--- src/rtl/address_pack_pkg.sv ---
// Shared types and default sizes for the nibble-to-word address packer.
package address_pack_pkg;

    localparam int ADDR_DATA_W  = 16;
    localparam int ADDR_NIB_W   = 4;
    localparam int ADDR_NIBBLES = ADDR_DATA_W / ADDR_NIB_W;

    typedef enum logic [$clog2(ADDR_NIBBLES)-1:0] {
        COL0 = 2'd0,
        COL1 = 2'd1,
        COL2 = 2'd2,
        COL3 = 2'd3
    } col_state_e;

    // Drop one nibble into its MSB-first slot of a partially built word.
    function automatic logic [ADDR_DATA_W-1:0] place_nibble(
        input logic [ADDR_DATA_W-1:0] word,
        input int                     idx,
        input logic [ADDR_NIB_W-1:0]  nib
    );
        logic [ADDR_DATA_W-1:0] res;
        res = word;
        res[ADDR_DATA_W-1-idx*ADDR_NIB_W -: ADDR_NIB_W] = nib;
        return res;
    endfunction

endpackage

--- src/rtl/address_pack_fsm_word_out_reg.sv ---
// One-entry valid/ready output register; a load and a drain in the same
// cycle replace the held word without a valid gap.
module word_out_reg #(
    parameter int W = 16
) (
    input  logic         clk_i,
    input  logic         arst_ni,
    input  logic         load_i,
    input  logic [W-1:0] load_data_i,
    input  logic         ready_i,
    output logic         valid_o,
    output logic [W-1:0] data_o
);

    logic         valid_q, valid_d;
    logic [W-1:0] data_q, data_d;

    // Next-state for the held word and its valid flag.
    always_comb begin
        valid_d = valid_q;
        data_d  = data_q;
        if (load_i) begin
            valid_d = 1'b1;
            data_d  = load_data_i;
        end else if (valid_q && ready_i) begin
            valid_d = 1'b0;
        end else begin
            valid_d = valid_q;
        end
    end

    // Output register with asynchronous clear.
    always_ff @(posedge clk_i or negedge arst_ni) begin
        if (!arst_ni) begin
            valid_q <= 1'b0;
            data_q  <= '0;
        end else begin
            valid_q <= valid_d;
            data_q  <= data_d;
        end
    end

    assign valid_o = valid_q;
    assign data_o  = data_q;

endmodule

--- src/rtl/address_pack_fsm.sv ---
// Collects MSB-first nibbles into words and hands them out through a
// one-word valid/ready output buffer.
module address_pack_fsm
    import address_pack_pkg::*;
#(
    parameter int DATA_W  = ADDR_DATA_W,
    parameter int NIB_W   = ADDR_NIB_W,
    parameter int NIBBLES = DATA_W / NIB_W
) (
    input  logic              clk_i,
    input  logic              arst_ni,
    input  logic              clr_i,
    input  logic              data_i_valid_i,
    input  logic [NIB_W-1:0]  data_i,
    output logic              fsm_ready_o,
    input  logic              rec_ready_i,
    output logic              data_o_valid_o,
    output logic [DATA_W-1:0] data_o
);

    localparam int STATE_W = (NIBBLES > 1) ? $clog2(NIBBLES) : 1;
    localparam logic [STATE_W-1:0] COL_FIRST = STATE_W'(0);
    localparam logic [STATE_W-1:0] COL_LAST  = STATE_W'(NIBBLES - 1);

    logic [STATE_W-1:0] state_q, state_d;
    logic [DATA_W-1:0]  shift_q, shift_d;
    logic [DATA_W-1:0]  placed_s;
    logic               accept_s;
    logic               load_s;

    // Only the last nibble can be blocked, and only by a stalled full output.
    assign fsm_ready_o = (state_q != COL_LAST) || !data_o_valid_o || rec_ready_i;
    assign accept_s    = data_i_valid_i && fsm_ready_o;

    // Collection state, shift content and word-load strobe.
    always_comb begin
        state_d  = state_q;
        shift_d  = shift_q;
        load_s   = 1'b0;
        placed_s = shift_q;
        placed_s[DATA_W-1-int'(state_q)*NIB_W -: NIB_W] = data_i;
        if (clr_i) begin
            state_d = COL_FIRST;
            shift_d = '0;
        end else if (accept_s) begin
            if (state_q == COL_LAST) begin
                state_d = COL_FIRST;
                shift_d = '0;
                load_s  = 1'b1;
            end else begin
                state_d = state_q + STATE_W'(1);
                shift_d = placed_s;
            end
        end else begin
            state_d = state_q;
            shift_d = shift_q;
        end
    end

    // Collection state and partial-word registers.
    always_ff @(posedge clk_i or negedge arst_ni) begin
        if (!arst_ni) begin
            state_q <= COL_FIRST;
            shift_q <= '0;
        end else begin
            state_q <= state_d;
            shift_q <= shift_d;
        end
    end

    word_out_reg #(
        .W (DATA_W)
    ) u_word_out_reg (
        .clk_i       (clk_i),
        .arst_ni     (arst_ni),
        .load_i      (load_s),
        .load_data_i (placed_s),
        .ready_i     (rec_ready_i),
        .valid_o     (data_o_valid_o),
        .data_o      (data_o)
    );

endmodule
--- config.mk ---
export PLATFORM = sky130hd
export DESIGN_NAME = address_pack_fsm
export DESIGN_NICKNAME = d
export VERILOG_FILES = /design/src/rtl/address_pack_pkg.sv /design/src/rtl/address_pack_fsm_word_out_reg.sv /design/src/rtl/address_pack_fsm.sv
export SDC_FILE = /design/constraint.sdc
export NUM_CORES = 1
export LEC_CHECK = 0
export CAP_MARGIN = 20
export CORE_UTILIZATION = 52
export DETAILED_ROUTE_END_ITERATION = 7
export PLACE_DENSITY = 0.8
export SLEW_MARGIN = 20
export SYNTH_ARGS = -nofsm -noshare
export SYNTH_HDL_FRONTEND = slang
export SYNTH_SLANG_ARGS = --single-unit
--- constraint.sdc ---
create_clock -name clk_i -period 2 [get_ports clk_i]
set_input_delay 0.3 -clock clk_i [delete_from_list [all_inputs] [get_ports clk_i]]
set_output_delay 0.3 -clock clk_i [all_outputs]
set_load 0.01 [all_outputs]
# Yosys cells after proc, flatten, opt, wreduce, memory -nomap -nowiden
# Index checks and enable logic that the tools add are counted.
[totals]
n_memories = 0
in_bits = 9
ramBits = 0
out_inout_bits = 18
latchBits = 0
rom_bits = 0
elab_cells = 30
register_bits = 35
[op_classes]
n_addsub = 3
bitwise = 0
muxes = 12
n_div = 0
shifts = 2
magnitude_cmp = 0
reduce_logical = 7
multipliers = 0
eq_ne = 2
[op_table]
columns = ["operator", "n"]
rows = [
  ["16-bit two-way mux", 3],
  ["5-bit negation with 33-bit output", 1],
  ["4-bit by 33-bit variable shift with 19-bit output, first input constant", 1],
  ["4-bit by 33-bit indexed part select with 19-bit output", 1],
  ["16-bit bitwise mux", 1],
  ["2-bit two-way mux", 3],
  ["1-bit two-way mux", 5],
  ["4-bit by 4-bit subtractor with 5-bit output, first input constant", 1],
  ["2-bit nonzero test", 2],
  ["2-bit by 1-bit adder with 2-bit output, second input constant", 1],
  ["2-bit == test, second input constant", 1],
  ["1-bit logical AND", 2],
  ["1-bit logical OR", 2],
  ["2-bit != test, second input constant", 1],
  ["1-bit zero test", 1],
]

# Depth between registers and ports, before layout
[depth]
word_depth = 7
depth_mapped = 6
mapped_depth_nobuf = 5

# Modules after synthesis
# Synthesis repeated with hierarchy kept, for this count alone.
[hier_totals]
hier_cells = 150
hier_area_um2 = 1759.2
[modules_own_cells]
columns = ["module", "n_inst", "area_each_um2", "seq_area_each_um2", "cells_per_inst"]
rows = [
  ["address_pack_fsm", 1, 1076.0, 450.4, 113],
  ["word_out_reg", 1, 683.2, 425.4, 37],
]

# Least setup slack after synthesis
# Ideal clock, no wire load.
[synth_path]
path_kind = "reg2reg"
startpoint = "reg state_q[1]"
endpoint = "reg u_word_out_reg.data_q[8] (netlist: u_word_out_reg.data_o[8])"
path_slack_ns = 0.437
required_time_ns = 1.875
path_buffers = 1
path_stages_with_launch = 7
setup_ns = 0.125
arrival_time_ns = 1.438
period_less_slack_ns = 1.563
cell_sequence = "dfrtp_1 inv_1 ha_1 and3b_1 buf_6 a22o_1 mux2_2"
[synth_between]
elab_chain_len = 6
word_cells_on_any_way = 13
classes_between = "add/sub (2); eq/ne (2); shift (2); mux (4); reduce/logical (3)"
[synth_lines]
columns = ["element", "line", "rtl"]
rows = [
  ["start: declaration", "address_pack_fsm.sv:25", "logic [STATE_W-1:0] state_q, state_d;"],
  ["start signal: assignment", "address_pack_fsm.sv:66", "state_q <= state_d;"],
  ["parallel branches: the longest is 6 deep, another holds 5-bit negation with 33-bit output", "-", ""],
  ["end signal: assignment", "address_pack_fsm_word_out_reg.sv:39", "data_q <= data_d;"],
  ["end: declaration", "address_pack_fsm_word_out_reg.sv:16", "logic [W-1:0] data_q, data_d;"],
]
# Several ways; the timed one is not identified.
# A chain may end at the register's enable or synchronous reset.

# Worst setup path after layout
[layout_path]
startpoint = "reg state_q[1]"
endpoint = "reg shift_q[13]"
[layout_between]
elab_chain_len = 7
word_cells_on_any_way = 14
classes_between = "add/sub (2); eq/ne (2); shift (2); mux (4); reduce/logical (4)"
[layout_lines]
columns = ["element", "line", "rtl"]
rows = [
  ["4-bit by 4-bit subtractor with 5-bit output", "address_pack_fsm.sv:41", "placed_s[DATA_W-1-int'(state_q)*NIB_W -: NIB_W] = data_i;"],
  ["5-bit negation with 33-bit output", "address_pack_fsm.sv:41", ""],
  ["4-bit by 33-bit indexed part select with 19-bit output or 4-bit by 33-bit variable shift with 19-bit output (tied branches)", "address_pack_fsm.sv:41", ""],
  ["16-bit bitwise mux", "address_pack_fsm.sv:41", ""],
  ["16-bit two-way mux", "address_pack_fsm.sv:46", "if (state_q == COL_LAST) begin"],
  ["16-bit two-way mux", "address_pack_fsm.sv:45", "end else if (accept_s) begin"],
  ["16-bit two-way mux", "address_pack_fsm.sv:42", "if (clr_i) begin"],
  ["end signal: assignment", "address_pack_fsm.sv:67", "shift_q <= shift_d;"],
  ["end: declaration", "address_pack_fsm.sv:26", "logic [DATA_W-1:0] shift_q, shift_d;"],
]
# Parallel ways exist; a longest one is shown, timed or not. The select of a mux whose other input is x is not followed.

==> flow_summary.json <==
{
  "cts.clk_slew.worst_paths_ns": 0.10,
  "fin_setup_tns_ns": 0,
  "ctsHoldBuffers": 0,
  "final_util": 0.703,
  "ys_seq_elements": 33,
  "syn_area_per_cell_um2": 13.3,
  "switching_share": 0.236,
  "seq_area_frac_synth": 0.510,
  "path_cells": "buf_4 -> inv_1 -> ha_1 -> nor3b_2 -> and2_1 -> a22o_1",
  "synthTopCellsByArea": "dfrtp_1 (51%), a22o_1 (12%), mux2_2 (7.0%)",
  "p_int_mw": 1.10,
  "p_sw_mw": 0.339,
  "rows": 19,
  "skew_ns": 0.00843,
  "gp_congestion": 0.772,
  "wl_per_cell_um": 16.2,
  "cts_tree": "done",
  "powerDensity_nw_per_um2": 717,
  "grt_pass1_vias": 1083,
  "placement.io_buffers": 26,
  "ir_worst_vdd_mv": 0.518,
  "ios": 27,
  "worstPathArrival_ns": 1.94,
  "finalWirelength_um": 3030,
  "firstDrtPassIters": 4,
  "max_freq_mhz": 602,
  "grtUsageMet3": 0.0714,
  "min_period_ns": 1.66,
  "pre_cts_slack_ns": 0.140,
  "slew_viol_final": 0,
  "core_um2": 2850,
  "grt_usage": 0.203,
  "timing.hold.ws_ns": 0.347,
  "clock_latency_ns": 0.34,
  "tightest_slew_ns": 0.414,
  "setup_viol": 0,
  "ant_nets": 0,
  "maxCapViolCount": 0,
  "grt_pass1_wl_um": 4990,
  "dpl.hpwl_um": 2090,
  "die-area_um2": 3340,
  "post_route_cells_drive_above_1_share": 0.231,
  "globalRouteMet1Util": 0.256,
  "max-slew-margin-rel": 0.723,
  "synth_largest_area_cell": "dfrtp_1",
  "critPathTopFamily": "simple AND/OR/NAND/NOR gates",
  "power_mw": 1.44,
  "final_nets": 168,
  "required_ns": 2.28,
  "cts_sinks": 33,
  "cts_buffer_depth": 2,
  "vias_per_cell": 6.01,
  "yosysUniqueCellTypes": 27,
  "cts_setup_buffers": 0,
  "p_seq_frac": 0.493,
  "finalCritPeriodShare": 0.831,
  "grt_max_degree": 34,
  "numCtsBuffers": 5,
  "worstSetupEndpointType": "flop",
  "vias": 1123,
  "syn_inst": 122,
  "initialDrtViolationCount": 46,
  "cts_root_buf": "clkbuf_4",
  "hold_viol": 0,
  "synth_area_um2": 1620,
  "die_h_um": 57.8,
  "drc": 0,
  "status": "completed",
  "busiest_layer": "met2",
  "grt_use_met2": 0.319,
  "cts-htree-levels": 2,
  "rsz0062_at_grt": "false",
  "diodes": 0,
  "synth_top_area_frac": 0.510,
  "slowest_delay_ns": 0.41,
  "combPwrFrac": 0.145,
  "start_util": 0.568,
  "synthToLayoutAreaGrowth_pct": 23.9,
  "critPathKind": "reg -> reg",
  "hold_class": "in -> async",
  "cp_num_buf_inv": 2,
  "p_leak_nw": 1.01,
  "die-width_um": 57.8,
  "gr-total-overflow": 0,
  "clockPowerShare": 0.361,
  "path_max_fanout": 9,
  "worst_slack_ns": 0.339,
  "antenna_found_initial": 0,
  "syn-num-nets": 135,
  "crit_slowest_cell": "dfrtp_1",
  "yosysWarnings": 0,
  "fillers": 208,
  "start_kind": "flop",
  "reg2reg_slack_ns": 0.34
}
==> stage by stage <==
stage,cells,cell area [µm²]
6_report,187,2010
5_1_grt,187,2010
4_1_cts,187,2000
3_5_place_dp,179,1920
3_3_place_gp,179,1920
2_1_floorplan,122,1620
==> area by class of cell <==
cell class / count / area [µm²] / share of cell area
Clock buffer: 7 / 55.1 / 0.0274
Clock inverter: 1 / 30.0 / 0.0150
Multi-Input combinational cell: 75 / 718 / 0.358
Tap cell: 31 / 38.8 / 0.0193
Sequential cell: 33 / 826 / 0.412
Inverter: 8 / 30.0 / 0.0150
Timing Repair Buffer: 32 / 308 / 0.153
==> power by group through the flow <==
stage / combinational [mW] / sequential, mW / clock, mW
2_1_floorplan: 0.104 / 0.731 / 0
3_3_place_gp: 0.205 / 0.721 / 0
3_5_place_dp: 0.210 / 0.723 / 0
4_1_cts: 0.211 / 0.710 / 0.533
5_1_grt: 0.230 / 0.713 / 0.560
6_report: 0.209 / 0.710 / 0.520
==> cells by family after synthesis <==
group,share of synthesized area
buffers and inverters,0.0479
AND/OR/NAND/NOR,0.107
adder cells (fa/ha/maj),0.0309
AO/OA/AOI/OAI,0.182
multiplexers,0.122
flip-flops,0.510
==> cells in the mapped netlist <==
cell	n
dfrtp_1	33
a22o_1	22
mux2_2	10
inv_1	8
and2_1	6
mux2_4	5
ha_1	4
a21oi_2	3
nand4_1	3
o21a_1	3
a32o_1	2
and3b_1	2
buf_2	2
buf_4	2
buf_6	2
nand2b_1	2
nor3b_2	2
o21ai_0	2
a31oi_1	1
and3_1	1
mux2i_1	1
nand2_1	1
nand3b_4	1
nand4b_1	1
nand4b_4	1
o2bb2ai_1	1
o31ai_1	1
==> registers in the layout (all words and copies together) (netlist names) <==
| name | count |
|---|---|
| u_word_out_reg.data_o | 16 |
| shift_q | 14 |
| state_q | 2 |
| u_word_out_reg.valid_o | 1 |
==> what timing repair did <==
action | 4_1_cts | 5_1_grt
gates cloned | 0 | 0
setup endpoints to repair | 1 | 1
gates resized for setup | 1 | 1
hold endpoints to repair | 0 | 0
==> layout by cell type (no fill, tap or decap), drive strengths merged, types with 2 or more instances in the layout <==
| cell type | n |
|---|---|
| clkdlybuf4s50 | 25 |
| buf | 6 |
| nand4 | 3 |
| and2 | 6 |
| mux2 | 15 |
| and3b | 2 |
| dfrtp | 33 |
| nand2b | 2 |
| a21oi | 3 |
| ha | 4 |
| nand4b | 2 |
| nor3b | 2 |
| clkbuf | 7 |
| o21a | 3 |
| inv | 8 |
| a32o | 2 |
| a22o | 22 |
| o21ai | 2 |
==> path summary, 6_finish.rpt <==
kind | startpoint | to | cells after the start
max in group asynchronous | arst_ni | u_word_out_reg.valid_o | 2
min | arst_ni | u_word_out_reg.data_o[6] | 2
min in group clk_i | shift_q[3] | shift_q[3] | 1
max reg2reg | state_q[1] | shift_q[13] | 6
min reg2reg | shift_q[3] | shift_q[3] | 1
max | state_q[1] | shift_q[13] | 6
==> per-layer routing <==
| metal | up-vias | part of all wire |
|---|---|---|
| met4 | 0 | 0.012 |
| met3 | 4 | 0.047 |
| met1 | 565 | 0.45 |
| met2 | 32 | 0.50 |
| met5 | - | 0 |
| li1 | 522 | - |
Note: power is estimated with default switching activity, not from simulation.
